--- config.mk ---
export PLATFORM = sky130hd
export DESIGN_NAME = config_reg_bank_flat
export DESIGN_NICKNAME = d
export VERILOG_FILES = /design/src/rtl/config_reg_bank_if.sv /design/src/rtl/config_reg_bank.sv /design/src/flat_wrapper.sv
export SDC_FILE = /design/constraint.sdc
export NUM_CORES = 1
export LEC_CHECK = 0
export CAP_MARGIN = 20
export CORE_UTILIZATION = 46
export CTS_CLUSTER_SIZE = 24
export DETAILED_ROUTE_END_ITERATION = 6
export SLEW_MARGIN = 15
export SYNTH_ARGS = -nofsm -noshare
export SYNTH_HDL_FRONTEND = slang
export SYNTH_SLANG_ARGS = --single-unit
--- constraint.sdc ---
create_clock -name clk -period 2.25 [get_ports clk]
set_clock_uncertainty 0.2 [all_clocks]
set_input_delay 0.225 -clock clk [delete_from_list [all_inputs] [get_ports clk]]
set_output_delay 0.225 -clock clk [all_outputs]
set_load 0.03 [all_outputs]
--- src/rtl/config_reg_bank_if.sv ---
// Register bank access bus: write strobe, write data, shared address, read data.
// Ports: master drives write/data_in/address and samples data_out; slave is the reverse.
interface config_reg_bank_if #(
    parameter int DATA_WIDTH = 16,
    parameter int ADDR_WIDTH = 3
);
    logic                  write;
    logic [DATA_WIDTH-1:0] data_in;
    logic [ADDR_WIDTH-1:0] address;
    logic [DATA_WIDTH-1:0] data_out;

    modport master (
        output write,
        output data_in,
        output address,
        input  data_out
    );

    modport slave (
        input  write,
        input  data_in,
        input  address,
        output data_out
    );
endinterface

--- src/rtl/config_reg_bank.sv ---
// Eight-entry 16-bit configuration register file for the analog front-end
// control path, with one write port and one registered read port.
// Ports: clk (rising-edge clock), reset (synchronous, active-high),
//        bus (slave side: write, data_in, address in; data_out registered out).
module config_reg_bank #(
    parameter int DATA_WIDTH = 16,
    parameter int ADDR_WIDTH = 3
) (
    input  logic                  clk,
    input  logic                  reset,
    config_reg_bank_if.slave      bus
);
    localparam int NUM_REGS = 1 << ADDR_WIDTH;

    // Per-address power-on values: adc0, adc1, temp0, temp1,
    // analog_test, digital_test, amp_gain, digital_config.
    localparam logic [DATA_WIDTH-1:0] RESET_VALUES [NUM_REGS] = '{
        16'hFFFF, 16'h0000, 16'h0000, 16'h0000,
        16'hABCD, 16'h0000, 16'h0000, 16'h0001
    };

    logic [DATA_WIDTH-1:0] regs [NUM_REGS];

    // The read uses the pre-edge contents, so a same-cycle write to the
    // addressed register is only visible on the following read.
    always_ff @(posedge clk) begin
        if (reset) begin
            for (int i = 0; i < NUM_REGS; i++) begin
                regs[i] <= RESET_VALUES[i];
            end
            bus.data_out <= '0;
        end else begin
            bus.data_out <= regs[bus.address];
            if (bus.write) begin
                regs[bus.address] <= bus.data_in;
            end
        end
    end
endmodule

--- src/flat_wrapper.sv ---
// flat-port wrapper written by rule: the top's interface ports become plain ports
module config_reg_bank_flat 
#(
    parameter int DATA_WIDTH = 16,
    parameter int ADDR_WIDTH = 3
)
  (clk, reset, bus_write, bus_data_in, bus_address, bus_data_out);
  config_reg_bank_if #(.DATA_WIDTH(DATA_WIDTH), .ADDR_WIDTH(ADDR_WIDTH)) bus_i ();
  input  logic clk;
  input  logic reset;
  input wire logic [$bits(bus_i.write)-1:0] bus_write;
  input wire logic [$bits(bus_i.data_in)-1:0] bus_data_in;
  input wire logic [$bits(bus_i.address)-1:0] bus_address;
  output wire logic [$bits(bus_i.data_out)-1:0] bus_data_out;
  assign bus_i.write = bus_write;
  assign bus_i.data_in = bus_data_in;
  assign bus_i.address = bus_address;
  assign bus_data_out = bus_i.data_out;
  config_reg_bank #(.DATA_WIDTH(DATA_WIDTH), .ADDR_WIDTH(ADDR_WIDTH)) u_core (.clk(clk), .reset(reset), .bus(bus_i));
endmodule
**Word level (Yosys, flattened, before mapping)**

Memories as Yosys holds them, arrays and structs flattened. A register that Yosys moved wholly into a read port is not among the register bits.
Cells that the tools add are included.

- Bits in registers: 0
- Latch bits: 0
- Bits in writable memories: 128
- Bits in read-only memories: 0
- Output and inout bits: 16
- Memories: 1

- Add/subtract/negate cells: 0
- Multiply operators: 0
- Divide/modulo/power cells: 0
- Order comparisons: 0
- Equality and inequality tests: 0
- Shifts and indexed selects: 0
- Mux-type cells: 8
- Bitwise gates (word level): 0
- Reductions and logical operators: 1

Memory list:

| memory | words | width | rd ports | clocked after Yosys merged registers in | write ports | line | source |
|---|---|---|---|---|---|---|---|
| u_core.regs | 8 | 16 | 1 | 1 | 8 | config_reg_bank.sv:22 | `logic [DATA_WIDTH-1:0] regs [NUM_REGS];` |

Operators with widths:

| cell | count |
|---|---|
| $mux 16 | 1 |
| $reduce_or 16->1 | 1 |
| $mux 1 | 6 |
| $mux 3 | 1 |

**Depth between registers and ports, before layout**

Gate-level depths: netlist of run 1.

- Depth in word-level cells: 5
- Mapped depth: 6

**Worst setup path before layout of run 1**

Ideal clock, no wire load.

- Kind: input-to-reg
- From: in bus_address[2]
- To: mem u_core.regs[0][0], enable pin
- Data arrival time: 1,399 ps
- Data required time: 1,675 ps
- Setup slack: 276 ps
- Stages on the path: 3
- Cell sequence: or3b_4 or3_4 nand2b_1

RTL lines:

| item | line | source |
|---|---|---|
| from (decl) | flat_wrapper.sv:13 | `input wire logic [$bits(bus_i.address)-1:0] bus_address;` |
| to (decl) | config_reg_bank.sv:22 |  |

==> results of run 1 <==
-- worst min-delay path by stage --
stage                                                    end  slack (ns)  cells after the start
final                        u_core.regs[7][0]$_SDFFCE_PN1P_        0.19                      3
after floorplan              u_core.regs[4][0]$_SDFFCE_PN1P_        0.20                      1
after global placement    u_core.bus.data_out[14]$_SDFF_PP0_        0.50                      3
after CTS                    u_core.regs[7][0]$_SDFFCE_PN1P_        0.19                      3
after detailed placement  u_core.bus.data_out[14]$_SDFF_PP0_        0.51                      3
after global routing         u_core.regs[7][0]$_SDFFCE_PN1P_        0.22                      3
-- final cells by class --
type | instances | area, µm²
Clock buffer | 18 | 429.2
Tap cell | 176 | 220.2
Fill cell | 1092 | 5635
Timing Repair Buffer | 67 | 668.1
Clock inverter | 14 | 166.4
Multi-Input combinational cell | 265 | 1959
Sequential cell | 144 | 4164
-- per-layer routing --
layer  track usage  up-vias  share of wire
li1              -     1709              -
met1        0.2700     1779           0.46
met2        0.3515       41           0.51
met3       0.04247       12          0.025
met4       0.07437        0          0.011
met5             0        -              0
-- cells by family after synthesis --
family          Yosys count
compound gates           48
buf+inv                  25
flops                   144
mux                      64
simple gates            153
-- where the power goes --
group          switching, mW  internal [mW]
Clock                   1.06           1.74
Combinational          0.314          0.242
Sequential            0.0484           3.08
-- flip-flops by register name, summed over array words and instances, names as in the netlist --
name,count
u_core.bus.data_out,16
u_core.regs,128
-- synth_stat cells, drive strengths merged --
| cell type | n | area, µm² |
|---|---|---|
| buf | 9 | 53.80 |
| a21oi | 16 | 80.08 |
| nor3 | 1 | 5.000 |
| nand3b | 1 | 7.510 |
| clkbuf | 16 | 60.06 |
| o22a | 32 | 280.3 |
| or3b | 1 | 11.26 |
| or2 | 24 | 150.1 |
| dfxtp | 16 | 320.3 |
| or2b | 5 | 37.54 |
| nand2b | 10 | 62.56 |
| nor2 | 6 | 22.52 |
| edfxtp | 128 | 3844 |
| and2 | 101 | 631.9 |
| nand2 | 2 | 7.510 |
| or3 | 2 | 17.52 |
| mux2i | 64 | 640.6 |
-- critical path, cell delays in order --
cell and delay, ns:
clkdlybuf4s50_1 0.48, or3b_4 0.38, or3_4 0.42, nand2b_1 0.13
buf_4 0.17
-- metrics by stage --
step	hold slack [ns]	setup TNS (ns)	instance area, µm²	total power, mW	setup WS, ns
6_report	0.1942	0	7607	6.484	0.3620
5_1_grt	0.2167	0	7607	6.695	0.3038
4_1_cts	0.1863	0	7607	6.530	0.3714
3_5_place_dp	0.5148	-0.9720	7012	3.745	-0.05495
3_3_place_gp	0.4962	-0.6912	7012	3.737	-0.04386
2_1_floorplan	0.1969	0	6232	3.474	0.2762
==> summary.md, run 1 <==
| Metric | Value |
|---|---|
| Worst Max-Slew Pin Slew | `0.5207 ns` |
| Number of global-route vias before repair | `3677` |
| H-tree depth | `4` |
| CP startpoint | `bus_write` |
| Worst Setup End Kind | `register` |
| Initial antenna violation count | `0` |
| Most common cell after layout, fill and taps aside | `edfxtp_1` |
| Clk slew on worst S/H paths | `0.06 ns` |
| WL final | `13.59 mm` |
| Simple-Gate Fraction of Synth Area | `0.1530` |
| PortBufs | `37` |
| Crit path to | `u_core.regs[0][12]$_SDFFCE_PN1P_` |
| Post-CTS Resized | `0` |
| Clk buf depth | `2` |
| Proportion of layout cells with a drive suffix above 1 | `0.1555` |
| HP Start | `bus_address[0]` |
| Period Utilization, post-route | `0.8391` |
| Detailed Routing Iterations Pass 1 | `4` |
| Max-slew violations | `0` |
| Placed cell count | `652` |
| Power Dens Cells | `852.4 nW/µm²` |
| Total number of vias | `3541` |
| YS warnings | `0` |
| Remaining antenna violation count | `0` |
| Crit path time final | `1.888 ns` |
| Hold WC Path Type | `primary input to register` |
| Xor and xnor fraction of the mapped netlist area | `0` |
| Drc violations | `0` |
| Std cell rows | `42` |
| Crit path max fanout | `17` |
| Ports | `38` |
| Worst IR Drop VDD | `0.4910 mV` |
| Max transition margin | `0.6529` |
| Initial Util | `0.4706` |
| Number of diodes | `0` |
| Num Clock Sinks | `144` |
| Routed len/inst | `19.86 µm` |
| Run status | `finished, final reports clean` |
| Syn nets | `456` |
| CTS tree | `done` |
| Hold buffers post-CTS | `0` |
| Root Buffer | `clkbuf_16` |
| R2R Path Start | `u_core.regs[7][4]$_SDFFCE_PN0P_` |
| Post-CTS setup buffers | `0` |
| Count of cell types in the netlist | `21` |
| Die X | `118.4 µm` |
| First-pass GRT wire length | `21.17 mm` |
| Post-synthesis sequential area ratio | `0.6681` |
| Unrepaired setup endpoints after global routing | `false` |
| Netlist Area Pre-Place | `6232 µm²` |
| TritonCTS buffer count | `17` |
| Synth Instances | `434` |
| Critical setup path kind | `primary input to register` |
| Routed vias/inst | `5.177` |
| R2R Path End | `u_core.bus.data_out[4]$_SDFF_PP0_` |
| Overflow after GRT | `0` |
| Critical Path AT | `1.81 ns` |
| Syn Area/Cell | `14.36 µm²` |
| Post-Route Utilization | `0.5745` |
| DP HPWL | `8.811 mm` |
| Routability cong. | `0.7652` |
| Seq cells post-synth | `144` |
| Maxcap violations | `0` |
| Die area | `14020 µm²` |
| Setup violations, final | `0` |
| Layout Cells excl Fill | `684` |
| Reg2Reg Depth | `3` |
| Crit start category | `primary input` |
| R2r setup slk | `1.12 ns` |
| Initial DRC count | `276` |
| Post-synthesis adder-cell area fraction | `0` |
| Pin count of the biggest net entering global routing | `28` |
| Most frequent cells in the layout | `128 x edfxtp_1, 101 x and2_1, 64 x mux2i_1` |
| WP data required | `2.17 ns` |
| Core area | `13240 µm²` |
| Largest family of logic cells by synthesized area | `simple AND/OR/NAND/NOR gates` |
| Multiplexer area fraction after synthesis | `0.1028` |
| Die Y | `118.4 µm` |
| Syn-to-layout area delta | `22.06%` |
| Synth Area in Compound Gates | `0.05782` |
| Nets | `517` |
| Fmax achieved | `529.7 MHz` |
| Gr usage total | `0.2094` |
| P_leak | `2.817 nW` |
| Worst-skew pair later-pin latency | `0.42 ns` |
| Fin. Hold Viols | `0` |
Note: power is estimated with default switching activity, not from simulation.
==> run 2, diff against run 1 <==
Clock period 2.25 ns to 1.91 ns, I/O delays scaled along.
==> run 2 against run 1 <==
Count of clock-buffer cells in the layout increased by 8. Worst hold slack got worse by 0.070 ns. Critical path depth is the same. Sequential power is 18% higher.
==> summary.md, run 2 (synthesized netlist as in run 1, its figures left out) <==
| Metric | Value |
|---|---|
| Run status | `finished, final reports clean (unchanged)` |
| Initial antenna violation count | `0 (unchanged)` |
| Overflow after GRT | `0 (unchanged)` |
| WP data required | `1.85 ns (was 2.17 ns)` |
| Power Dens Cells | `978.9 nW/µm² (was 852.4 nW/µm²)` |
| Clk slew on worst S/H paths | `0.06 ns (about the same)` |
| Crit path max fanout | `17 (unchanged)` |
| Worst Max-Slew Pin Slew | `0.5058 ns (was 0.5207 ns)` |
| Initial DRC count | `263 (was 276)` |
| Proportion of layout cells with a drive suffix above 1 | `0.1657 (was 0.1555)` |
| Die Y | `118.4 µm (unchanged)` |
| Clk buf depth | `2 (unchanged)` |
| Routability cong. | `0.7586 (was 0.7652)` |
| DP HPWL | `9.209 mm (was 8.811 mm)` |
| Max-slew violations | `0 (unchanged)` |
| Syn-to-layout area delta | `24.45% (was 22.06%)` |
| Gr usage total | `0.2146 (was 0.2094)` |
| Max transition margin | `0.6628 (was 0.6529)` |
| Routed vias/inst | `5.150 (was 5.177)` |
| Hold buffers post-CTS | `0 (unchanged)` |
| NetSw | `1.622 mW (was 1.423 mW)` |
| Critical Path AT | `1.80 ns (was 1.81 ns)` |
| Die X | `118.4 µm (unchanged)` |
| Number of global-route vias before repair | `3752 (was 3677)` |
| Post-CTS setup buffers | `0 (unchanged)` |
| Nets | `528 (was 517)` |
| Root Buffer | `clkbuf_16 (unchanged)` |
| HP Start | `bus_address[0] (unchanged)` |
| Clock group share of total power | `0.423 (was 0.432)` |
| Post-Route Utilization | `0.5857 (was 0.5745)` |
| Worst slack at placement | `-0.3762 ns (was -0.05495 ns)` |
| Final setup margin | `0.05200 ns (was 0.3620 ns)` |
| WL final | `13.75 mm (was 13.59 mm)` |
| Cell internal pwr | `5.971 mW (was 5.062 mW)` |
| Period Utilization, post-route | `0.9728` |
| R2r setup slk | `0.77 ns (was 1.12 ns)` |
| Critical setup path kind | `primary input to register (unchanged)` |
| Pin count of the biggest net entering global routing | `36 (was 28)` |
| Total number of vias | `3579 (was 3541)` |
| Crit path time final | `1.858 ns` |
| Num Clock Sinks | `144 (unchanged)` |
| Detailed Routing Iterations Pass 1 | `4 (unchanged)` |
| Switching portion of total power | `0.2136 (was 0.2194)` |
| Number of diodes | `0 (unchanged)` |
| Reg with most FFs | `u_core.regs (unchanged)` |
| First-pass GRT wire length | `21.52 mm (was 21.17 mm)` |
| Fmax achieved | `538.2 MHz` |
| Maxcap violations | `0 (unchanged)` |
| Hold path endpoint | `u_core.regs[4][13]$_SDFFCE_PN1P_ (was u_core.regs[7][0]$_SDFFCE_PN1P_)` |
| Biggest regs | `u_core.regs (128), u_core.bus.data_out (16) (unchanged)` |
| TritonCTS buffer count | `17 (unchanged)` |
| Flip-flop count of the largest register after layout | `128 (unchanged)` |
| Unrepaired setup endpoints after global routing | `false (unchanged)` |
| Fin. Hold Viols | `0 (unchanged)` |
| Worst Setup End Kind | `register (unchanged)` |
| R2R Path Start | `u_core.regs[6][6]$_SDFFCE_PN0P_ (was u_core.regs[7][4]$_SDFFCE_PN0P_)` |
| H-tree depth | `4 (unchanged)` |
| Most frequent cells in the layout | `128 x edfxtp_1, 101 x and2_1, 64 x mux2i_1 (unchanged)` |
| PortBufs | `37 (unchanged)` |
| Remaining antenna violation count | `0 (unchanged)` |
| Die area | `14020 µm² (unchanged)` |
| Reg2Reg Depth | `3 (unchanged)` |
| R2R Path End | `u_core.bus.data_out[6]$_SDFF_PP0_ (was u_core.bus.data_out[4]$_SDFF_PP0_)` |
| P_leak | `2.900 nW (was 2.817 nW)` |
| Flop pwr share | `0.485 (was 0.483)` |
| Routed len/inst | `19.78 µm (was 19.86 µm)` |
| Filler cell count in the final layout | `1078 (was 1092)` |
| Most common cell after layout, fill and taps aside | `edfxtp_1 (unchanged)` |
| CTS tree | `done (unchanged)` |
| Hold Path Cell Cnt | `4 (was 3)` |
| Initial Util | `0.4706 (unchanged)` |
| Core area | `13240 µm² (unchanged)` |
| Hold WC Path Type | `primary input to register (unchanged)` |
| Worst-skew pair later-pin latency | `0.42 ns (about the same)` |
| Drc violations | `0 (unchanged)` |
| Crit start category | `primary input (unchanged)` |
| Combinational fraction of design power | `0.092 (was 0.086)` |
| Setup violations, final | `0 (unchanged)` |
| Worst IR Drop VDD | `0.5342 mV (was 0.4910 mV)` |
| Ports | `38 (unchanged)` |
| Post-CTS Resized | `0 (unchanged)` |
| Std cell rows | `42 (unchanged)` |
## run 2: cell count changes in the layout (fill, tap and decap cells not counted), sizes merged
cell / delta
inv: -1
clkbuf: +8
clkinv: -3
bufinv: -1
clkinvlp: -3
buf: +11
## run 2: worst max-delay path, cell delays in order
cell	delay [ns]
clkdlybuf4s50_1	0.48
or3b_4	0.39
or3_4	0.43
nand2b_2	0.16
buf_12	0.14
## run 2: power groups by stage
stage | clock [mW] | combinational (mW) | sequential (mW)
after detailed placement | 0 | 0.702 | 3.75
final | 3.21 | 0.696 | 3.69
after CTS | 3.24 | 0.704 | 3.69
after floorplan | 0 | 0.299 | 3.79
after global placement | 0 | 0.697 | 3.74
after global routing | 3.36 | 0.744 | 3.70
## run 2: how the worst max path moves through the flow
stage / start / endpoint / cells past startpoint
2_1_floorplan: reset / u_core.regs[4][0]$_SDFFCE_PN1P_ / 4
3_3_place_gp: bus_write / u_core.regs[0][0]$_SDFFCE_PN1P_ / 5
3_5_place_dp: bus_write / u_core.regs[0][2]$_SDFFCE_PN1P_ / 5
4_1_cts: bus_write / u_core.regs[0][0]$_SDFFCE_PN1P_ / 5
5_1_grt: bus_address[2] / u_core.regs[4][0]$_SDFFCE_PN1P_ / 7
6_report: bus_write / u_core.regs[0][14]$_SDFFCE_PN1P_ / 5
## run 2: stage by stage
step | setup TNS (ns) | std cells | hold slack (ns) | cell area (µm²) | total power, mW
final | 0 | 695 | 0.1238 | 7756 | 7.593
after global routing | 0 | 695 | 0.1442 | 7756 | 7.813
after CTS | 0 | 695 | 0.1092 | 7756 | 7.634
after detailed placement | -54.75 | 663 | 0.4929 | 7184 | 4.452
after global placement | -49.47 | 663 | 0.4940 | 7184 | 4.441
after floorplan | 0 | 434 | 0.1629 | 6235 | 4.093
## run 2: layout make-up
type,count,area (µm²),area share
multi-input combinational,265,1962,0.2529
tap,176,220.2,0.02839
sequential,144,4164,0.5369
clock buffer,26,489.2,0.06307
clock inverter,6,82.58,0.01065
timing repair buffer,78,838.3,0.1081
## run 2: per-layer routing
metal | wire (µm) | up-vias | global-route usage
li1 | - | 1728 | -
met1 | 6249 | 1773 | 0.2724
met2 | 6867 | 59 | 0.3607
met3 | 376 | 19 | 0.04295
met4 | 255 | 0 | 0.08623
met5 | 0 | - | 0
==> run 3, diff against run 2 <==
Settings changed: SETUP_SLACK_MARGIN from default to 0.2.
==> run 3 against run 2 <==
Flip-flop and latch count unchanged. Power increased by 1.4%. Worst hold slack got worse by 0.0041 ns. Critical path depth unchanged. Fmax increased by 11%. Design area increased by 0.37%. Sequential power about the same. Clock power increased by 4%. Non-clock buffer count decreased by 5. Utilization increased by 0.22 points. Combinational power decreased by 2%. Critical path type unchanged.
==> summary.md, run 3 (synthesized netlist as in run 1, its figures left out) <==
| Metric | Value |
|---|---|
| Run status | `finished, final reports clean (unchanged)` |
| Most common cell after layout, fill and taps aside | `edfxtp_1 (unchanged)` |
| Syn-to-layout area delta | `24.91% (was 24.45%)` |
| Fmax achieved | `599.5 MHz (was 538.2 MHz)` |
| Die X | `118.4 µm (unchanged)` |
| Critical setup path kind | `primary input to register (unchanged)` |
| Std cell rows | `42 (unchanged)` |
| Number of diodes | `0 (unchanged)` |
| Nets | `525 (was 528)` |
| Setup violations, final | `0 (unchanged)` |
| DP HPWL | `9.060 mm (was 9.209 mm)` |
| Maxcap violations | `0 (unchanged)` |
| Biggest regs | `u_core.regs (128), u_core.bus.data_out (16) (unchanged)` |
| CTS tree | `done (unchanged)` |
| Reg with most FFs | `u_core.regs (unchanged)` |
| Crit start category | `primary input (unchanged)` |
| Crit path max fanout | `6 (was 17)` |
| Critical Path AT | `1.62 ns (was 1.80 ns)` |
| Setup TNS | `0 ns (unchanged)` |
| Fin. Hold Viols | `0 (unchanged)` |
| Drc violations | `0 (unchanged)` |
| Detailed Routing Iterations Pass 1 | `4 (unchanged)` |
| CP max stage delay | `0.43 ns (was 0.48 ns)` |
| Worst Max-Slew Pin Slew | `0.3970 ns (was 0.5058 ns)` |
| Initial Util | `0.4706 (unchanged)` |
| PortBufs | `37 (unchanged)` |
| Worst path buffer plus inverter count | `2 (unchanged)` |
| Number of global-route vias before repair | `3729 (was 3752)` |
| Overflow after GRT | `0 (unchanged)` |
| Most frequent cells in the layout | `128 x edfxtp_1, 101 x and2_1, 64 x mux2i_1 (unchanged)` |
| First-pass GRT wire length | `21.47 mm (was 21.52 mm)` |
| Power Dens Cells | `989.4 nW/µm² (was 978.9 nW/µm²)` |
| Gr usage total | `0.2139 (was 0.2146)` |
| Pin count of the biggest net entering global routing | `29 (was 36)` |
| Flip-flop count of the largest register after layout | `128 (unchanged)` |
| Slowest CP cell | `or3b_4 (was clkdlybuf4s50_1)` |
| Unrepaired setup endpoints after global routing | `false (unchanged)` |
| Critical-path cell list | `dlygate4sd2_1, or3b_4, or3_4, nand2b_4, bufbuf_16 (was clkdlybuf4s50_1, or3b_4, or3_4, nand2b_2, buf_12)` |
| Total number of vias | `3597 (was 3579)` |
| Proportion of layout cells with a drive suffix above 1 | `0.1686 (was 0.1657)` |
| CP top delay family | `simple AND/OR/NAND/NOR gates (unchanged)` |
| Clk slew on worst S/H paths | `0.06 ns (about the same)` |
| WL final | `13.87 mm (was 13.75 mm)` |
| Ports | `38 (unchanged)` |
| Root Buffer | `clkbuf_16 (unchanged)` |
| Crit path time final | `1.668 ns (was 1.858 ns)` |
| Max transition margin | `0.7353 (was 0.6628)` |
| Period Utilization, post-route | `0.8734 (was 0.9728)` |
| P_leak | `2.961 nW (was 2.900 nW)` |
| Worst Setup End Kind | `register (unchanged)` |
| Initial DRC count | `190 (was 263)` |
| Routability cong. | `0.7741 (was 0.7586)` |
| Routed vias/inst | `5.198 (was 5.150)` |
| Die Y | `118.4 µm (unchanged)` |
| Die area | `14020 µm² (unchanged)` |
| Clk buf depth | `2 (unchanged)` |
| Remaining antenna violation count | `0 (unchanged)` |
| Worst-skew pair later-pin latency | `0.43 ns (was 0.42 ns)` |
| WP data required | `1.86 ns (was 1.85 ns)` |
| Total Power | `7.702 mW (was 7.593 mW)` |
| Max-slew violations | `0 (unchanged)` |
| TritonCTS buffer count | `17 (unchanged)` |
| Hold WC Path Type | `primary input to register (unchanged)` |
| Initial antenna violation count | `0 (unchanged)` |
| Worst IR Drop VDD | `0.5607 mV (was 0.5342 mV)` |
| H-tree depth | `4 (unchanged)` |
| Routed len/inst | `20.04 µm (was 19.78 µm)` |
| Num Clock Sinks | `144 (unchanged)` |
| Core area | `13240 µm² (unchanged)` |
-- run 3: cell count changes in the layout (fill, tap and decap cells not counted), moves of 2 or more --
cell / delta
dlygate4sd2_1: +20
clkbuf_8: -3
clkinvlp_4: +5
buf_4: -7
clkbuf_1: -4
or3_4: +2
inv_6: +2
clkdlybuf4s50_1: -20
-- run 3: metrics by stage --
| stage | utilization | cell area [µm²] | std cells | hold slack, ns | setup slack (ns) |
|---|---|---|---|---|---|
| 6_report | 0.5879 | 7785 | 692 | 0.1197 | 0.2418 |
| 5_1_grt | 0.5879 | 7785 | 692 | 0.1333 | 0.2209 |
| 4_1_cts | 0.5876 | 7781 | 692 | 0.1038 | 0.2117 |
| 3_5_place_dp | 0.5397 | 7147 | 656 | 0.5044 | -0.3578 |
| 3_3_place_gp | 0.5397 | 7147 | 656 | 0.5090 | -0.3413 |
| 2_1_floorplan | - | 6242 | 434 | 0.1629 | 0.1704 |
-- run 3: area by class of cell --
cell class	instances	area (µm²)
multi-input combinational	267	1992
fill	1047	5458
clock inverter	13	162.7
tap	176	220.2
sequential	144	4164
timing repair buffer	73	813.3
clock buffer	19	432.9
-- run 3: worst reg2reg max path, delay by kind of cell (launching register included) --
family         cells  cell delay [ns]
multiplexers       1             0.08
flip-flops         1             0.32
AO/OA/AOI/OAI      2             0.49
-- run 3: repair_timing --
| action | CTS | global route |
|---|---|---|
| cloned | 3 | 0 |
| setup buffers | 1 | 0 |
| endpoints found under the setup margin | 75 | 13 |
| hold buffers | 0 | 0 |
| pin swaps | 2 | 1 |
| resized for setup | 22 | 1 |
-- run 3: where the power goes --
group / leakage, nW / internal [mW] / total, mW / switching (mW)
registers: 1.37 / 3.63 / 3.68 / 0.0526
clock network: 0.272 / 2.05 / 3.34 / 1.29
logic: 1.32 / 0.303 / 0.682 / 0.379
total: 2.96 / 5.98 / 7.70 / 1.72
-- run 3: worst paths after layout --
kind                               startpoint                                  to  slack, ns  cells past startpoint
min reg2reg  u_core.regs[1][10]$_SDFFCE_PN0P_  u_core.bus.data_out[10]$_SDFF_PP0_       0.51                      3
min                            bus_address[0]     u_core.regs[7][0]$_SDFFCE_PN1P_       0.12                      3
max                                     reset     u_core.regs[0][6]$_SDFFCE_PN1P_       0.24                      5
max reg2reg   u_core.regs[4][5]$_SDFFCE_PN0P_   u_core.bus.data_out[5]$_SDFF_PP0_       0.70                      3
-- run 3: routing by layer --
layer | vias up | wire (µm) | GRT usage
li1 | 1722 | - | -
met1 | 1795 | 6278 | 0.2768
met2 | 63 | 6830 | 0.3515
met3 | 17 | 511 | 0.04681
met4 | 0 | 247 | 0.08386
met5 | - | 0 | 0
